<file path="src/rtl/path_switch_mux.sv">
// path_switch_mux
//   Registered NUM_CH x NUM_CH audio path switch. Each output channel selects
//   any input channel through its field of the active route. A route change
//   is requested with a single-cycle pulse. The change only takes effect after
//   MUTE_SAMPLES all-zero valid samples, so the sinks never see a splice in
//   the middle of a stream.
//
// Ports
//   i_clk        clock, rising edge
//   i_rst_n      asynchronous active-low reset
//   i_valid      one sample per channel is present on i_data
//   i_data       input channel k at [k*VALUE_WIDTH +: VALUE_WIDTH]
//   i_route      requested route; field k is the input index for output k
//   i_route_req  single-cycle route change request
//   o_busy       a route change is pending (mute window active)
//   o_route_ack  one-cycle pulse in the first cycle the new route is active
//   o_route      currently active route
//   o_valid      registered copy of i_valid
//   o_data       routed or muted samples
module path_switch_mux #(
    parameter int VALUE_WIDTH  = 17,
    parameter int NUM_CH       = 4,
    parameter int SEL_WIDTH    = $clog2(NUM_CH),
    parameter int MUTE_SAMPLES = 4
) (
    input  logic                            i_clk,
    input  logic                            i_rst_n,
    input  logic                            i_valid,
    input  logic [NUM_CH*VALUE_WIDTH-1:0]   i_data,
    input  logic [NUM_CH*SEL_WIDTH-1:0]     i_route,
    input  logic                            i_route_req,
    output logic                            o_busy,
    output logic                            o_route_ack,
    output logic [NUM_CH*SEL_WIDTH-1:0]     o_route,
    output logic                            o_valid,
    output logic [NUM_CH*VALUE_WIDTH-1:0]   o_data
);

    localparam int DW = NUM_CH * VALUE_WIDTH;
    localparam int RW = NUM_CH * SEL_WIDTH;

    // Counter value of the last muted sample; unused when MUTE_SAMPLES is 0.
    localparam logic [7:0] CNT_LAST = 8'(MUTE_SAMPLES - 1);

    function automatic logic [RW-1:0] identity_route();
        logic [RW-1:0] r;
        r = '0;
        for (int unsigned k = 0; k < NUM_CH; k++) begin
            r[k*SEL_WIDTH +: SEL_WIDTH] = SEL_WIDTH'(k);
        end
        return r;
    endfunction

    localparam logic [RW-1:0] ID_ROUTE = identity_route();

    typedef enum logic {
        RUN,
        MUTE
    } state_t;

    state_t         state_q, state_d;
    logic [RW-1:0]  pend_q, pend_d;
    logic [7:0]     cnt_q, cnt_d;
    logic [RW-1:0]  route_d;
    logic           busy_d;
    logic           ack_d;
    logic           valid_d;
    logic [DW-1:0]  data_d;
    logic [DW-1:0]  routed;

    // Crossbar through the active route. A field that points past the last
    // channel (only possible for non power-of-two NUM_CH) yields silence.
    for (genvar k = 0; k < NUM_CH; k++) begin : g_route
        logic [SEL_WIDTH-1:0] sel;
        assign sel = o_route[k*SEL_WIDTH +: SEL_WIDTH];
        assign routed[k*VALUE_WIDTH +: VALUE_WIDTH] =
            (32'(sel) < NUM_CH) ? i_data[32'(sel)*VALUE_WIDTH +: VALUE_WIDTH] : '0;
    end

    always_comb begin
        state_d = state_q;
        pend_d  = pend_q;
        cnt_d   = cnt_q;
        route_d = o_route;
        busy_d  = o_busy;
        ack_d   = 1'b0;
        valid_d = i_valid;
        data_d  = o_data;

        unique case (state_q)
            RUN: begin
                // The sample arriving alongside a request still uses the old
                // route; muting begins with the following valid sample.
                if (i_valid) begin
                    data_d = routed;
                end
                if (i_route_req) begin
                    if (MUTE_SAMPLES == 0) begin
                        route_d = i_route;
                        ack_d   = 1'b1;
                    end else begin
                        pend_d  = i_route;
                        cnt_d   = '0;
                        busy_d  = 1'b1;
                        state_d = MUTE;
                    end
                end
            end
            MUTE: begin
                // Requests are ignored here; only valid samples advance.
                if (i_valid) begin
                    data_d = '0;
                    cnt_d  = cnt_q + 8'd1;
                    if (cnt_q == CNT_LAST) begin
                        route_d = pend_q;
                        ack_d   = 1'b1;
                        busy_d  = 1'b0;
                        state_d = RUN;
                    end
                end
            end
        endcase
    end

    always_ff @(posedge i_clk or negedge i_rst_n) begin
        if (!i_rst_n) begin
            state_q     <= RUN;
            pend_q      <= ID_ROUTE;
            cnt_q       <= '0;
            o_route     <= ID_ROUTE;
            o_busy      <= 1'b0;
            o_route_ack <= 1'b0;
            o_valid     <= 1'b0;
            o_data      <= '0;
        end else begin
            state_q     <= state_d;
            pend_q      <= pend_d;
            cnt_q       <= cnt_d;
            o_route     <= route_d;
            o_busy      <= busy_d;
            o_route_ack <= ack_d;
            o_valid     <= valid_d;
            o_data      <= data_d;
        end
    end

endmodule

</file>
<file path="config.mk">
export PLATFORM = sky130hd
export DESIGN_NAME = path_switch_mux
export DESIGN_NICKNAME = d
export VERILOG_FILES = /design/src/rtl/path_switch_mux.sv
export SDC_FILE = /design/constraint.sdc
export NUM_CORES = 1
export LEC_CHECK = 0
export CAP_MARGIN = 40
export CORE_MARGIN = 5
export CORE_UTILIZATION = 40
export CTS_BUF_LIST = sky130_fd_sc_hd__clkbuf_4 sky130_fd_sc_hd__clkbuf_8
export DETAILED_ROUTE_END_ITERATION = 12
export PLACE_DENSITY = 0.69
export SYNTH_ARGS = -nofsm -noshare
export SYNTH_HDL_FRONTEND = slang
export SYNTH_SLANG_ARGS = --single-unit
export TNS_END_PERCENT = 30
</file>
<file path="constraint.sdc">
create_clock -name i_clk -period 2.3 [get_ports i_clk]
set_clock_uncertainty 0.05 [all_clocks]
set_input_delay 0.23 -clock i_clk [delete_from_list [all_inputs] [get_ports i_clk]]
set_output_delay 0.23 -clock i_clk [all_outputs]
set_load 0.02 [all_outputs]
</file>
Word level (Yosys, flattened, before mapping)
Cells that the tools add are included.
{"block": "totals", "register_bits": 96, "input_bits": 80, "output_inout_bits": 79, "word_cells": 45}
{"block": "classes", "addsub": 1, "n_mul": 4, "eq_ne": 5, "n_shift": 4, "muxes": 17, "n_bitwise": 1, "n_reduce_logical": 5}
{"op": "$shiftx A68 B8 Y17", "n": 4}
{"op": "$mux W68", "n": 2}
{"op": "$pmux W68 S2", "n": 1}
{"op": "$mul A2 B5 Y7 const B", "n": 4}
{"op": "$mux W8", "n": 2}
{"op": "$pmux W8 S2", "n": 1}
{"op": "$mux W1", "n": 9}
{"op": "$add A8 B1 Y8 const B", "n": 1}
{"op": "$eq A8 B2 Y1 const B", "n": 1}
{"op": "$ne A2 B2 Y1 const B", "n": 3}
{"op": "$reduce_and A2 Y1", "n": 3}
{"op": "$reduce_and A3 Y1", "n": 2}
{"op": "$pmux W1 S2", "n": 2}
{"op": "$ne A2 B1 Y1 const B", "n": 1}
{"op": "$not A1 Y1", "n": 1}

Longest topological paths before layout
{"block": "depth", "depth_word": 4, "mapped_depth": 7, "depth_no_buf": 4}

Worst setup path before layout
Ideal clock, no wire load.
{"block": "synth_timing", "kind": "register to register", "startpoint": "register cnt_q[3]", "endpoint": "register o_route[0]", "setup_time_ns": 0.125, "t_arrival_ns": 1.759, "required_ns": 2.125, "setup_slack_ns": 0.366, "path_stages_with_launch": 5, "n_path_buf": 1, "synth_period_minus_slack_ns": 1.934, "cell_sequence": "dfrtp_1 -> or4_1 -> or4_4 -> buf_6 -> mux2_4"}
{"block": "synth_via", "elab_chain_len": 2}
{"element": "from (decl)", "line_no": "63", "text": "logic [7:0] cnt_q, cnt_d;"}
{"element": "from (signal assigned)", "line_no": "138", "text": "cnt_q <= cnt_d;"}
{"element": "$eq A8 B2 Y1", "line_no": "114", "text": "if (cnt_q == CNT_LAST) begin"}
{"element": "$reduce_and A3 Y1 (no source line)"}
{"element": "to (signal assigned)", "line_no": "139", "text": "o_route <= route_d;"}
{"element": "to (decl)", "line_no": "34", "text": "output logic [NUM_CH*SEL_WIDTH-1:0] o_route,"}
Every way passes these cells.
A chain may end at the register's enable or synchronous reset.

Final worst setup path
{"block": "layout_timing", "startpoint": "register o_route[2]", "endpoint": "output o_route[2]"}
No word-level cell between the ends.

==> impl_metrics.py <==
metrics = {
    "sta": {
        "clock.fmax_mhz": 483.6,
        "period_share_pct": 89.91,
        "worst_slew_pin_slew_ns": 0.6164,
        "rsz0062_at_grt": "no",
        "min_period_ns": 2.068,
        "tns_ns": 0,
        "finalSetupViolCount": 0,
        "maxSlewViolCount": 0,
        "report.final.hold_viol_count": 0,
        "worst_slack_ns": 0.2320,
        "slew_headroom_pct": 58.91,
    },
    "place": {
        "dp_cells": 790,
        "hpwl_um": 11080,
        "port_buffers": 158,
        "dp_slack_ns": 0.3079,
        "routabilityCongestion": 0.8260,
    },
    "grt": {
        "grt_max_degree": 67,
        "antenna_found_initial": 0,
        "grt_pass1_wl_um": 24670,
        "grt_util_all_layers_pct": 19.44,
        "grt_pass1_vias": 4582,
        "overflow": 0,
    },
    "critical_path": {
        "criticalPathCategory": "register to output pin",
        "crit-reg2reg-launch": "cnt_q[6]",
        "crit_path_start": "o_route[2]",
        "worstPathArrival_ns": 1.79,
        "cp_max_fo": 10,
        "crit_path_start_kind": "register",
        "r2r_cells": 3,
        "endpoint_kind": "output pin",
        "cp_data_required_time_ns": 2.02,
    },
    "pwr": {
        "intPower_uw": 4840,
        "seqPwrFrac_pct": 33.1,
        "irDropWorstVdd_mv": 0.5094,
        "p_per_area_mw_per_mm2": 1009,
        "comb_power_share_pct": 49.9,
        "leakage_uw": 0.002928,
        "clkPwrFrac_pct": 16.9,
        "switchingPower_uw": 2687,
        "swShare_pct": 35.69,
    },
    "logic_synthesis": {
        "syn_avg_cell_area_sq_um": 11.63,
        "synthesis.nets": 558,
        "yosysWarnings": 0,
        "synth_common_cells": "nand2_1, dfrtp_1, o21ai_0",
        "ys_ff_latch": 96,
        "ys_async_sr_fraction_pct": 100.0,
        "ys.flop_type": "dfrtp_1",
        "synthCells": 476,
        "netlist_top_cells_area": "dfrtp_1, mux4_2, nand2_1",
        "yosysMostFrequentCell": "nand2_1",
        "yosysSeqAreaShare_pct": 43.56,
        "synth.distinct_cells": 32,
        "syn-cell-area_sq_mm": 0.005538,
        "synth.largest_area_cell": "dfrtp_1",
        "synth_edf_count": 0,
        "synth_top_area_share_pct": 39.77,
    },
    "layout": {
        "multi_input_area_sq_mm": 0.002592,
        "n_fill_cell": 1199,
        "drive_above_1_share_pct": 19.11,
        "syn2layout_area_growth_pct": 34.70,
        "nets": 705,
        "post-route-util_pct": 54.37,
        "diodes": 0,
        "finalNonFillerCells": 808,
        "regArea_sq_mm": 0.002412,
    },
    "route": {
        "vias": 4333,
        "wl_um": 15480,
        "ant_nets": 0,
        "drt_iter0_markers": 390,
        "vias_per_cell": 5.363,
        "avgRoutedWirePerCell_um": 19.16,
        "drtPass1Iterations": 5,
        "drc": 0,
    },
    "min_path": {
        "min_from": "i_route[7]",
        "hold_depth": 3,
        "hold_path_class": "input pin to register",
    },
    "cts": {
        "max-clock-path-buffers": 2,
        "cts-root-buf": "clkbuf_8",
        "numCtsBuffers": 9,
        "cts_tree": "built",
        "htree_levels": 3,
        "cts.sinks": 96,
        "path_clk_slew_ns": 0.09,
        "clkLatencyLatePin_ns": 0.37,
        "cts_resized": 0,
    },
    "run_status": {
        "status": "finished, final reports clean",
    },
    "floorplanning": {
        "die_w_um": 127.7,
        "initial_core_util_pct": 40.36,
        "io_pins": 159,
        "core_sq_mm": 0.01372,
        "dieHeight_um": 127.7,
        "die_area_sq_mm": 0.01630,
        "row_count": 43,
    },
    "run": {
        "cap_violations": 0,
    },
}
[area by class of cell]
cell class,count,share of cell area [%]
clock buffers,13,2.147
clock inverters,3,0.8722
inverters,70,3.522
multi-input cells,273,34.75
flip-flops and latches,96,32.34
well taps,180,3.019
repair buffers,173,23.35
[flip-flops by register name (all words and copies together) (netlist names)]
signal	flops
o_route	8
o_busy	1
state_q	1
cnt_q	8
pend_q	8
o_data	68
o_route_ack	1
o_valid	1
[placed cells by master, fill, tap and decap left out, drive strengths merged]
cell / n
clkinv: 1
buf: 15
o21ai: 71
o21a: 1
dfrtp: 88
nor2b: 2
or4: 2
mux4: 68
nand4: 2
a31o: 1
nand2b: 1
nand3: 3
and2: 1
mux2: 8
and3: 2
a21o: 1
ha: 2
a41oi: 1
dlygate4sd3: 2
clkdlybuf4s50: 156
a22o: 1
a21oi: 1
a31oi: 1
inv: 70
clkbuf: 13
mux2i: 4
or3: 1
bufinv: 2
dfstp: 8
nand2: 99
[worst max-delay path, stage by stage, from the launching register on]
cell	delay, ns
dfstp_2	0.53
buf_4	0.24
clkdlybuf4s50_1	0.65
[metrics by stage]
step / hold slack (ns) / instance area [sq um] / power, uW
2_1_floorplan: -0.1156 / 5538 / 5045
3_3_place_gp: 0.2064 / 7214 / 6246
4_1_cts: 0.2978 / 7460 / 7597
6_report: 0.3175 / 7460 / 7527
5_1_grt: 0.3183 / 7460 / 7945
3_5_place_dp: 0.2133 / 7214 / 6310
[power by group through the flow]
stage / Combinational [uW] / Sequential (uW) / Clock [uW]
after floorplan: 2300 / 2740 / 0
final: 3760 / 2490 / 1270
after global routing: 4040 / 2550 / 1360
after global placement: 3750 / 2500 / 0
after detailed placement: 3790 / 2520 / 0
after CTS: 3800 / 2500 / 1300
[kinds of logic (layout without fill, tap and decap cells)]
| kind of cell | after synthesis | count (layout) | synth area share [%] |
|---|---|---|---|
| AOI/OAI and AO/OA | 78 | 78 | 7.388 |
| adders and majority gates | 2 | 2 | 0.4518 |
| buffers and inverters | 107 | 259 | 9.760 |
| DFF | 96 | 96 | 43.56 |
| muxes | 80 | 80 | 30.48 |
| and+or+nand+nor | 113 | 113 | 8.360 |
[final timing paths]
| kind | to | slack, ns |
|---|---|---|
| worst min-delay path | pend_q[7] | 0.32 |
| worst max-delay path | o_route[2] | 0.23 |
| min in group asynchronous | o_data[46] | 0.33 |
| max in group asynchronous | o_route[2] | 1.11 |
| worst max register to register | o_route[0] | 0.27 |
| worst min register to register | pend_q[6] | 0.42 |
[layer usage]
| metal | up-vias | share of wire (%) | global-route usage, % |
|---|---|---|---|
| li1 | 1950 | - | - |
| met1 | 2176 | 40 | 24.93 |
| met2 | 178 | 51 | 32.70 |
| met3 | 29 | 6.7 | 3.667 |
| met4 | 0 | 2.6 | 7.865 |
| met5 | - | 0 | 0 |
[timing repair]
action / 4_1_cts / 5_1_grt
endpoints found under the hold margin: 43 / 0
hold buffers: 2 / 0
setup buffers: 0 / 0
setup endpoints to repair: 0 / 0
Note: power is estimated with default switching activity, not from simulation.
